File: src/rtl/maxpool_relu_pkg.sv
// Shared types and default dimensions for the maxpool_relu slice.
package maxpool_relu_pkg;

  typedef enum logic [1:0] {
    ST_IDLE = 2'd0,
    ST_RUN  = 2'd1,
    ST_DONE = 2'd2
  } state_t;

  localparam int unsigned DEF_KERNELS    = 3;
  localparam int unsigned DEF_DATA_WIDTH = 32;
  localparam int unsigned DEF_IN_ROWS    = 26;
  localparam int unsigned DEF_IN_COLS    = 26;

  localparam int unsigned POOL_ROWS = DEF_IN_ROWS / 2;
  localparam int unsigned POOL_COLS = DEF_IN_COLS / 2;

  // Index width that stays at least one bit for degenerate sizes.
  function automatic int unsigned idx_width(input int unsigned n);
    return (n <= 1) ? 1 : $clog2(n);
  endfunction

endpackage

File: src/rtl/maxpool_relu_line_buffer.sv
// Partial-max storage for one pooled row, addressed by column-pair index.
module pool_line_buffer
  import maxpool_relu_pkg::*;
#(
  parameter int unsigned DATA_WIDTH = DEF_DATA_WIDTH,
  parameter int unsigned DEPTH      = POOL_COLS,
  parameter int unsigned IDX_W      = idx_width(DEPTH)
) (
  input  logic                         clk,
  input  logic                         rst,
  input  logic                         i_clear,
  input  logic                         i_wr_en,
  input  logic [IDX_W-1:0]             i_wr_idx,
  input  logic signed [DATA_WIDTH-1:0] i_wr_data,
  input  logic [IDX_W-1:0]             i_rd_idx,
  output logic signed [DATA_WIDTH-1:0] o_rd_data
);

  logic signed [DATA_WIDTH-1:0] r_mem [DEPTH];

  // Entry storage: cleared on reset and at frame start, written on even rows.
  always_ff @(posedge clk or posedge rst) begin
    if (rst) begin
      for (int unsigned i = 0; i < DEPTH; i++) r_mem[i] <= '0;
    end else if (i_clear) begin
      for (int unsigned i = 0; i < DEPTH; i++) r_mem[i] <= '0;
    end else if (i_wr_en) begin
      r_mem[i_wr_idx] <= i_wr_data;
    end
  end

  assign o_rd_data = r_mem[i_rd_idx];

endmodule

File: src/rtl/maxpool_relu.sv
// 2x2 stride-2 signed max-pool over a kernel-major pixel stream.
// Optional feature: define MAXPOOL_RELU_EN to clamp each pixel to max(x,0)
// before pooling; otherwise negative maxima pass through unchanged.
module maxpool_relu
  import maxpool_relu_pkg::*;
#(
  parameter int unsigned KERNELS    = DEF_KERNELS,
  parameter int unsigned DATA_WIDTH = DEF_DATA_WIDTH,
  parameter int unsigned IN_ROWS    = DEF_IN_ROWS,
  parameter int unsigned IN_COLS    = DEF_IN_COLS
) (
  input  logic                         clk,
  input  logic                         rst,
  input  logic                         start,
  input  logic                         in_valid,
  output logic                         in_ready,
  input  logic signed [DATA_WIDTH-1:0] in_data,
  output logic                         out_valid,
  input  logic                         out_ready,
  output logic signed [DATA_WIDTH-1:0] out_data,
  output logic                         out_last,
  output logic                         done
);

  localparam int unsigned P_ROWS = IN_ROWS / 2;
  localparam int unsigned P_COLS = IN_COLS / 2;
  localparam int unsigned CW     = idx_width(IN_COLS);
  localparam int unsigned RW     = idx_width(IN_ROWS);
  localparam int unsigned KW     = idx_width(KERNELS);
  localparam int unsigned PW     = idx_width(P_COLS);

  localparam logic [CW-1:0] COL_LAST      = CW'(IN_COLS - 1);
  localparam logic [RW-1:0] ROW_LAST      = RW'(IN_ROWS - 1);
  localparam logic [KW-1:0] KERN_LAST     = KW'(KERNELS - 1);
  localparam logic [CW-1:0] COL_PAIR_LAST = CW'(2 * P_COLS - 1);
  localparam logic [RW-1:0] ROW_PAIR_LAST = RW'(2 * P_ROWS - 1);

  state_t                  r_state;
  logic [CW-1:0]           r_col;
  logic [RW-1:0]           r_row;
  logic [KW-1:0]           r_kern;
  logic                    r_in_done;
  logic signed [DATA_WIDTH-1:0] r_hold;
  logic                    r_out_valid;
  logic signed [DATA_WIDTH-1:0] r_out_data;
  logic                    r_out_last;
  logic                    r_done;

  logic signed [DATA_WIDTH-1:0] w_px;
  logic signed [DATA_WIDTH-1:0] w_pair_max;
  logic signed [DATA_WIDTH-1:0] w_lb_rd;
  logic signed [DATA_WIDTH-1:0] w_win_max;
  logic [PW-1:0]           w_pair_idx;
  logic                    w_in_ready;
  logic                    w_accept;
  logic                    w_out_fire;
  logic                    w_start_ok;
  logic                    w_col_keep;
  logic                    w_row_keep;
  logic                    w_pair_done;
  logic                    w_lb_wr;
  logic                    w_win_done;
  logic                    w_win_last;

  // Handshakes, pixel clamp and the pairwise/window max datapath.
  always_comb begin
    w_in_ready = (r_state == ST_RUN) && !r_in_done && !(r_out_valid && !out_ready);
    w_accept   = w_in_ready && in_valid;
    w_out_fire = r_out_valid && out_ready;
    w_start_ok = start && (r_state != ST_RUN);
`ifdef MAXPOOL_RELU_EN
    w_px = in_data[DATA_WIDTH-1] ? '0 : in_data;
`else
    w_px = in_data;
`endif
    w_pair_max  = (w_px > r_hold) ? w_px : r_hold;
    w_win_max   = (w_pair_max > w_lb_rd) ? w_pair_max : w_lb_rd;
    w_pair_idx  = PW'(r_col >> 1);
    // The trailing row/col of an odd dimension never closes a pair.
    w_col_keep  = ((IN_COLS % 2) == 0) || (r_col != COL_LAST);
    w_row_keep  = ((IN_ROWS % 2) == 0) || (r_row != ROW_LAST);
    w_pair_done = w_accept && r_col[0] && w_col_keep && w_row_keep;
    w_lb_wr     = w_pair_done && !r_row[0];
    w_win_done  = w_pair_done && r_row[0];
    w_win_last  = (r_kern == KERN_LAST) && (r_row == ROW_PAIR_LAST) &&
                  (r_col == COL_PAIR_LAST);
  end

  pool_line_buffer #(
    .DATA_WIDTH (DATA_WIDTH),
    .DEPTH      (P_COLS),
    .IDX_W      (PW)
  ) u_line_buffer (
    .clk       (clk),
    .rst       (rst),
    .i_clear   (w_start_ok),
    .i_wr_en   (w_lb_wr),
    .i_wr_idx  (w_pair_idx),
    .i_wr_data (w_pair_max),
    .i_rd_idx  (w_pair_idx),
    .o_rd_data (w_lb_rd)
  );

  // Frame FSM with scan counters and the registered output stage.
  always_ff @(posedge clk or posedge rst) begin
    if (rst) begin
      r_state     <= ST_IDLE;
      r_col       <= '0;
      r_row       <= '0;
      r_kern      <= '0;
      r_in_done   <= 1'b0;
      r_hold      <= '0;
      r_out_valid <= 1'b0;
      r_out_data  <= '0;
      r_out_last  <= 1'b0;
      r_done      <= 1'b0;
    end else begin
      case (r_state)
        ST_IDLE, ST_DONE: begin
          if (start) begin
            r_state     <= ST_RUN;
            r_col       <= '0;
            r_row       <= '0;
            r_kern      <= '0;
            r_in_done   <= 1'b0;
            r_hold      <= '0;
            r_out_valid <= 1'b0;
            r_out_data  <= '0;
            r_out_last  <= 1'b0;
            r_done      <= 1'b0;
          end
        end
        ST_RUN: begin
          if (w_accept) begin
            if (!r_col[0]) r_hold <= w_px;
            if (r_col == COL_LAST) begin
              r_col <= '0;
              if (r_row == ROW_LAST) begin
                r_row <= '0;
                if (r_kern == KERN_LAST) begin
                  r_kern    <= '0;
                  r_in_done <= 1'b1;
                end else begin
                  r_kern <= r_kern + 1'b1;
                end
              end else begin
                r_row <= r_row + 1'b1;
              end
            end else begin
              r_col <= r_col + 1'b1;
            end
          end
          // A new window may land in the same cycle the old result drains.
          if (w_win_done) begin
            r_out_valid <= 1'b1;
            r_out_data  <= w_win_max;
            r_out_last  <= w_win_last;
          end else if (w_out_fire) begin
            r_out_valid <= 1'b0;
            r_out_last  <= 1'b0;
          end
          if (w_out_fire && r_out_last) begin
            r_state <= ST_DONE;
            r_done  <= 1'b1;
          end
        end
        default: r_state <= ST_IDLE;
      endcase
    end
  end

  assign in_ready  = w_in_ready;
  assign out_valid = r_out_valid;
  assign out_data  = r_out_data;
  assign out_last  = r_out_last;
  assign done      = r_done;

endmodule

File: config.mk
export PLATFORM = sky130hd
export DESIGN_NAME = maxpool_relu
export DESIGN_NICKNAME = d
export VERILOG_FILES = /design/src/rtl/maxpool_relu_pkg.sv /design/src/rtl/maxpool_relu_line_buffer.sv /design/src/rtl/maxpool_relu.sv
export SDC_FILE = /design/constraint.sdc
export NUM_CORES = 1
export LEC_CHECK = 0
export BUFFER_PORTS_ARGS = -buffer_cell sky130_fd_sc_hd__buf_4
export CAP_MARGIN = 10
export CORE_MARGIN = 8
export CORE_UTILIZATION = 57
export CTS_CLUSTER_SIZE = 40
export DETAILED_ROUTE_END_ITERATION = 7
export PLACE_DENSITY = 0.77
export SLEW_MARGIN = 5
export SYNTH_ARGS = -nofsm -noshare
export SYNTH_HDL_FRONTEND = slang
export SYNTH_HIERARCHICAL = 1
export SYNTH_SLANG_ARGS = --single-unit
export TNS_END_PERCENT = 20
File: constraint.sdc
create_clock -name clk -period 15.48 [get_ports clk]
set_input_delay 3.096 -clock clk [delete_from_list [all_inputs] [get_ports clk]]
set_output_delay 3.096 -clock clk [all_outputs]
set_load 0.005 [all_outputs]
==> metrics, run 1 <==
period utilization 0.611; Sink Count 498; Layout area overhead 8.70%; Synth Area in Simple Gates 0.178; VDD IR max 197 uV; depth of the CTS H-tree 2; unrepaired setup endpoints after global routing false; starting utilization of the core area 0.575; Routed WL 83,800 um; number of nets in the layout 3,053; count of pins on the block boundary 73; compound-gate portion of the synthesized area 0.175; maximum fanout count along the critical path 42; root buffer cell clkbuf_16; number of rows created at floorplan 79; distinct cell type count after synthesis 74; synthesized netlist net count 3,136; count of fill cells added during filler insertion 3,795; clock tree from TritonCTS built; mux contribution to synthesized area 0.0895; Max-Cap Viols 0; number of warning messages in the yosys log 6; top cells by count, synth nand2_1, a21oi_1, dfrtp_1, clkbuf_1, mux2i_1; fin crit period 9.46 ns; RePlAce Congestion 0.914; core area 0.0464 sq mm; area share of fa/ha/maj cells after synthesis 0.0319; Diodes inserted 0; number of cells produced by synthesis 3,031; area enclosed by the die boundary 0.0539 sq mm; DIE WIDTH 232 um; footprint of the multi-input gates 0.0127 sq mm; setup TNS 0 ns; CP Launch Type input port; WS Path Type input port to flop; most common flop cell mapped by yosys dfrtp_1; cts hold-fix bufs 0; number of buffers added by the clock tree synthesis step 51; post-synthesis sequential element count 498; count of buffers from port buffering 72; result of the run complete, no violations; Yosys top cell by area dfrtp_1; XOR/XNOR Fraction of Synth Area 0.000986; Worst Clk Skew 0.0185 ns; wire length of the first global-routing pass 131,000 um; Via Count 23,363; highest clock frequency the design can meet 106 MHz; half-perimeter wire length after placement 50,900 um; via count of the first global-routing pass 23,730; Hold WC Path Type flop to flop; share of the yosys chip area belonging to registers 0.468; die height 232 um; proportion of layout cells with a drive suffix above 1 0.113; clock-pin slew reported for the worst setup and hold paths after clock tree synthesis 0.06 ns; final global-route overflow total 0; data required time of the critical path 15.97 ns; CTS resizes 0; Relative slew margins 0.168; Post-Place Setup Slack 5.61 ns; most area-consuming cells after synthesis dfrtp_1, nand2_1, a21oi_1, mux2i_1, ha_1; DRC viols 0; critical path capture point type flop; cell area power density 211 mW/mm^2; static leakage 0.0126 uW; latest clock arrival within the worst-skew pair 0.61 ns; async set or reset register ratio after synthesis 1.00; Avg Cell Area, Syn 8.79 sq um; number of synthesized flops with an enable pin 0; routed vias/inst 6.50; post-synthesis instance area 0.0266 sq mm; number of design-rule violations left by the first detailed-router iteration 2,803; Final Hold Fails 0; largest family of logic cells by synthesized area simple AND/OR/NAND/NOR gates; largest net degree at the start of global routing 116; number of antenna violations at the first check in global routing 0; Arr. time, crit path 9.96 ns; deepest clock path buffer count 3; residual antenna-violating net count after detailed routing 0; most frequent cell after synthesis nand2_1; worst-case setup margin in the final layout 6.02 ns; top cell type's share of synthesized area 0.468; first-pass iteration count of the detailed router 6; Final Max Slew Viols 0; slew of the pin with the lowest slew margin 1.25 ns; setup-violating endpoint count in the final report 0; Global Route Usage Sum 0.307; sequential cell area 0.0125 sq mm; routed len/inst 23.3 um; number of buffers inserted by post-CTS setup repair 0; fin util 0.625
==> cells in the final DEF, fill, tap and decap left out, types with 19 or more instances in the layout <==
cell type | Yosys | final
nand2_1 | 952 | 952
a21oi_1 | 502 | 502
dfrtp_1 | 498 | 494
mux2i_1 | 129 | 129
buf_4 | 16 | 120
inv_1 | 98 | 96
o21ai_0 | 69 | 69
ha_1 | 68 | 68
clkbuf_16 | 0 | 52
o221ai_1 | 48 | 48
nand3_1 | 43 | 43
o22ai_1 | 33 | 33
mux2_2 | 33 | 33
mux4_2 | 32 | 32
o221ai_2 | 31 | 31
nor2_1 | 34 | 27
nor4_1 | 25 | 25
nor3_1 | 20 | 19
==> worst max-delay path: stages <==
cell and delay, ns:
buf_4 0.13, ha_1 0.93, nand4_4 0.22, or4_1 0.79, nor2_8 0.57, nor3_1 0.09, o32a_1 0.34, nor2_1 0.86
ha_1 0.41, a21oi_1 0.16, o21ai_0 0.11, a221o_1 0.36, o31a_1 0.33, o211ai_2 0.38, nand2_1 0.68, o221ai_1 0.47
==> path summary, 6_finish.rpt <==
path	from	end	slack [ns]	cells past startpoint
min in group asynchronous	rst	u_line_buffer/r_mem[232]$_DFFE_PP0P_	2.58	2
worst min-delay path	r_row[4]$_DFFE_PP0P_	r_row[4]$_DFFE_PP0P_	0.48	1
worst max-delay path	in_data[31]	out_data[30]$_DFFE_PP0P_	6.02	16
worst min register to register	r_row[4]$_DFFE_PP0P_	r_row[4]$_DFFE_PP0P_	0.48	1
max in group asynchronous	rst	u_line_buffer/r_mem[175]$_DFFE_PP0P_	10.51	4
worst max register to register	r_hold[31]$_DFFE_PP0P_	out_data[30]$_DFFE_PP0P_	8.16	16
==> layout make-up <==
| cell class | instances | share of cell area |
|---|---|---|
| multi-input cells | 2178 | 0.439 |
| clock inverters | 15 | 0.00691 |
| inverters | 98 | 0.0130 |
| clock buffers | 76 | 0.0522 |
| repair buffers | 121 | 0.0318 |
| flip-flops and latches | 498 | 0.431 |
| well taps | 607 | 0.0262 |
==> kinds of logic after synthesis <==
group,count (synthesis)
xor gates and xnor gates,3
AOI/OAI and AO/OA,764
and+or+nand+nor,1149
buffers and inverters,355
adders and majority gates,68
muxes,194
DFF,498
==> registers in the layout, summed over array words and instances, names as in the netlist <==
signal	cells
r_kern	2
r_state	2
r_hold	32
out_data	32
out_last	1
r_col	5
r_row	5
done	1
r_in_done	1
u_line_buffer/r_mem	416
out_valid	1
==> through the flow <==
| step | total power (uW) | hold slack (ns) | instances | instance area (sq um) |
|---|---|---|---|---|
| 3_5_place_dp | 4760 | 0.473 | 3502 | 27200 |
| 3_3_place_gp | 4640 | 0.464 | 3502 | 27200 |
| 5_1_grt | 6440 | 0.517 | 3593 | 29000 |
| 4_1_cts | 6030 | 0.485 | 3593 | 29000 |
| 6_report | 6100 | 0.481 | 3593 | 29000 |
| 2_1_floorplan | 3960 | 0.448 | 3031 | 26600 |
==> routing by layer <==
layer | track usage | part of all wire | up-vias
met4 | 0.182 | 0.061 | 0
met1 | 0.390 | 0.38 | 11394
li1 | - | - | 10235
met3 | 0.0678 | 0.099 | 346
met5 | 0 | 0 | -
met2 | 0.480 | 0.46 | 1388
==> report_power, final <==
part / total [uW] / switching, uW / internal, uW / leakage [uW]
Clock: 1270 / 525 / 741 / 0.000841
Sequential: 2010 / 322 / 1690 / 0.00672
Combinational: 2830 / 1820 / 1010 / 0.00508
Note: power is estimated with default switching activity, not from simulation.
==> run 2, diff against run 1 <==
- CORE_UTILIZATION: 57 -> 63
- PLACE_DENSITY: 0.77 -> 0.8
- clock period: 15.48 -> 8.8 ns (I/O delays scaled with it)
==> run 2 against run 1 <==
  * Clock power rose by 85%
  * Non-clock buffer count up 18
  * Utilization increased by 7.2 points
  * Die area is 8.9% lower
  * Clock-buffer cell count unchanged
  * Flip-flop and latch count is the same
  * Sequential share of layout area down 0.27 points
  * Combinational power increased by 79%
  * Critical path type unchanged
==> metrics, run 2 (synthesis gave the netlist of run 1 again) <==
result of the run complete, no violations; static leakage 0.0128 uW (+1.2%); residual antenna-violating net count after detailed routing 0 (unchanged); die height 222 um (-4.5%); Max stage delay cell, worst path or4_1; root buffer cell clkbuf_16; clock tree from TritonCTS built; leading cell type in the layout, fill and taps excluded nand2_1; via count of the first global-routing pass 23,600 (-0.55%); wire length of the first global-routing pass 128,000 um (-2.0%); Diodes inserted 0 (unchanged); leading cell types in the layout, fill and taps excluded nand2_1, a21oi_1, dfrtp_1; Max-Cap Viols 0 (unchanged); cell area power density 376 mW/mm^2 (+78%); VDD IR max 329 uV (+67%); delay of the slowest cell on the worst path 0.79 ns (-0.14 ns); Sink Count 498 (unchanged); register name with the most flops u_line_buffer/r_mem; depth of the CTS H-tree 2 (unchanged); Global Route Usage Sum 0.323 (+0.0158); fin util 0.696 (+0.0716); Final Hold Fails 0 (unchanged); starting utilization of the core area 0.637 (+0.0619); period utilization 0.861; routed len/inst 22.9 um (-1.9%); largest delay contributor family on the critical path compound AO/OA/AOI/OAI gates; Hold WC Path Type flop to flop; Via Count 23,724 (+1.5%); setup TNS 0 ns (unchanged); final cell count without fillers 3,547 (-1.3%); routed vias/inst 6.69 (+2.9%); power consumption 11,000 uW (+80%); DRC viols 0 (unchanged); proportion of layout cells with a drive suffix above 1 0.122 (+0.00881); number of buffers inserted by post-CTS setup repair 0 (unchanged); RePlAce Congestion 0.957 (+4.7%); worst r2r path cells 17 (+1); Levels on crit path 17 (+1); count of buffers from port buffering 72 (unchanged); slew of the pin with the lowest slew margin 1.20 ns (-0.0459 ns); critical path capture point type flop; highest clock frequency the design can meet 132 MHz; maximum fanout count along the critical path 24 (-43%); final global-route overflow total 0 (unchanged); area enclosed by the die boundary 0.0491 sq mm (-8.9%); number of design-rule violations left by the first detailed-router iteration 3,284 (+17%); setup-violating endpoint count in the final report 0 (unchanged); number of antenna violations at the first check in global routing 0 (unchanged); CP Launch Type input port; Routed WL 81,200 um (-3.1%); Crit path buffers/inverters 3 (+2); Hold Worst Slack 0.482 ns (+0.000987 ns); Layout area overhead 9.39%; Final Max Slew Viols 0 (unchanged); number of nets in the layout 3,072 (+0.62%); clock-pin slew reported for the worst setup and hold paths after clock tree synthesis 0.06 ns (about the same); cts hold-fix bufs 0 (unchanged); data required time of the critical path 9.29 ns (-6.68 ns); first-pass iteration count of the detailed router 8 (+2); fin crit period 7.58 ns; max reg flops 416 (unchanged); placed cell count 3,452 (-1.4%); deepest clock path buffer count 3 (unchanged); Arr. time, crit path 8.07 ns (-1.89 ns); unrepaired setup endpoints after global routing false; CTS resizes 0 (unchanged); hold path cells 1 (unchanged); number of rows created at floorplan 75 (-5.1%); Relative slew margins 0.196 (+0.0280); latest clock arrival within the worst-skew pair 0.61 ns (about the same); CP Cell Sequence buf_4, ha_1, nand4_1, or4_1, a31oi_4, o211ai_2, buf_4, o221ai_1, inv_1, ha_1, a21oi_1, o21ai_0, a221o_1, o31a_1, o211ai_2, nand2_1, o221ai_1; WS Path Type input port to flop; Worst Clk Skew 0.0162 ns (-0.00221 ns); DIE WIDTH 222 um (-4.5%); largest net degree at the start of global routing 217 (+87%); half-perimeter wire length after placement 50,600 um (-0.68%); count of pins on the block boundary 73 (unchanged); core area 0.0419 sq mm (-9.7%); number of buffers added by the clock tree synthesis step 52 (+2.0%)
## run 2: cell types whose count changed in the layout (fill, tap and decap cells not counted), moves of 2 or more
cell | before | now
buf_4 | 120 | 137
bufinv_16 | 4 | 6
clkbuf_1 | 12 | 6
clkbuf_8 | 12 | 17
clkinv_2 | 7 | 10
clkinv_4 | 2 | 0
clkinvlp_4 | 1 | 4
## run 2: path summary, 6_finish.rpt
check / from / to / slack, ns
max: in_data[27] / out_data[28]$_DFFE_PP0P_ / 1.22
min: r_row[4]$_DFFE_PP0P_ / r_row[4]$_DFFE_PP0P_ / 0.48
max reg2reg: r_hold[27]$_DFFE_PP0P_ / out_data[28]$_DFFE_PP0P_ / 2.01
min reg2reg: r_row[4]$_DFFE_PP0P_ / r_row[4]$_DFFE_PP0P_ / 0.48
max in group asynchronous: rst / u_line_buffer/r_mem[309]$_DFFE_PP0P_ / 5.32
min in group asynchronous: rst / u_line_buffer/r_mem[234]$_DFFE_PP0P_ / 1.41
## run 2: layer usage
layer,GRT usage,vias to the layer above,share of wire
li1,-,10288,-
met1,0.423,11454,0.37
met2,0.504,1604,0.46
met3,0.0623,378,0.11
met4,0.178,0,0.061
met5,0,-,0
## run 2: stage by stage
step | setup slack (ns) | instance area, sq um
global route | 0.960 | 29100
finish | 1.22 | 29100
detailed placement | 0.817 | 27300
global placement | 1.10 | 27300
CTS | 1.45 | 29100
floorplan | 1.43 | 26600
## run 2: report_power, final
part	internal [uW]	switching (uW)
combinational	1830	3230
sequential	2970	578
clock	1420	933
## run 2: layout make-up
| type | instances | area [sq um] |
|---|---|---|
| multi-input combinational | 2178 | 12700 |
| fill | 3124 | 12700 |
| sequential | 498 | 12500 |
| clock buffer | 76 | 1580 |
| timing repair buffer | 139 | 1070 |
| tap | 539 | 674 |
| inverter | 98 | 373 |
| clock inverter | 19 | 256 |
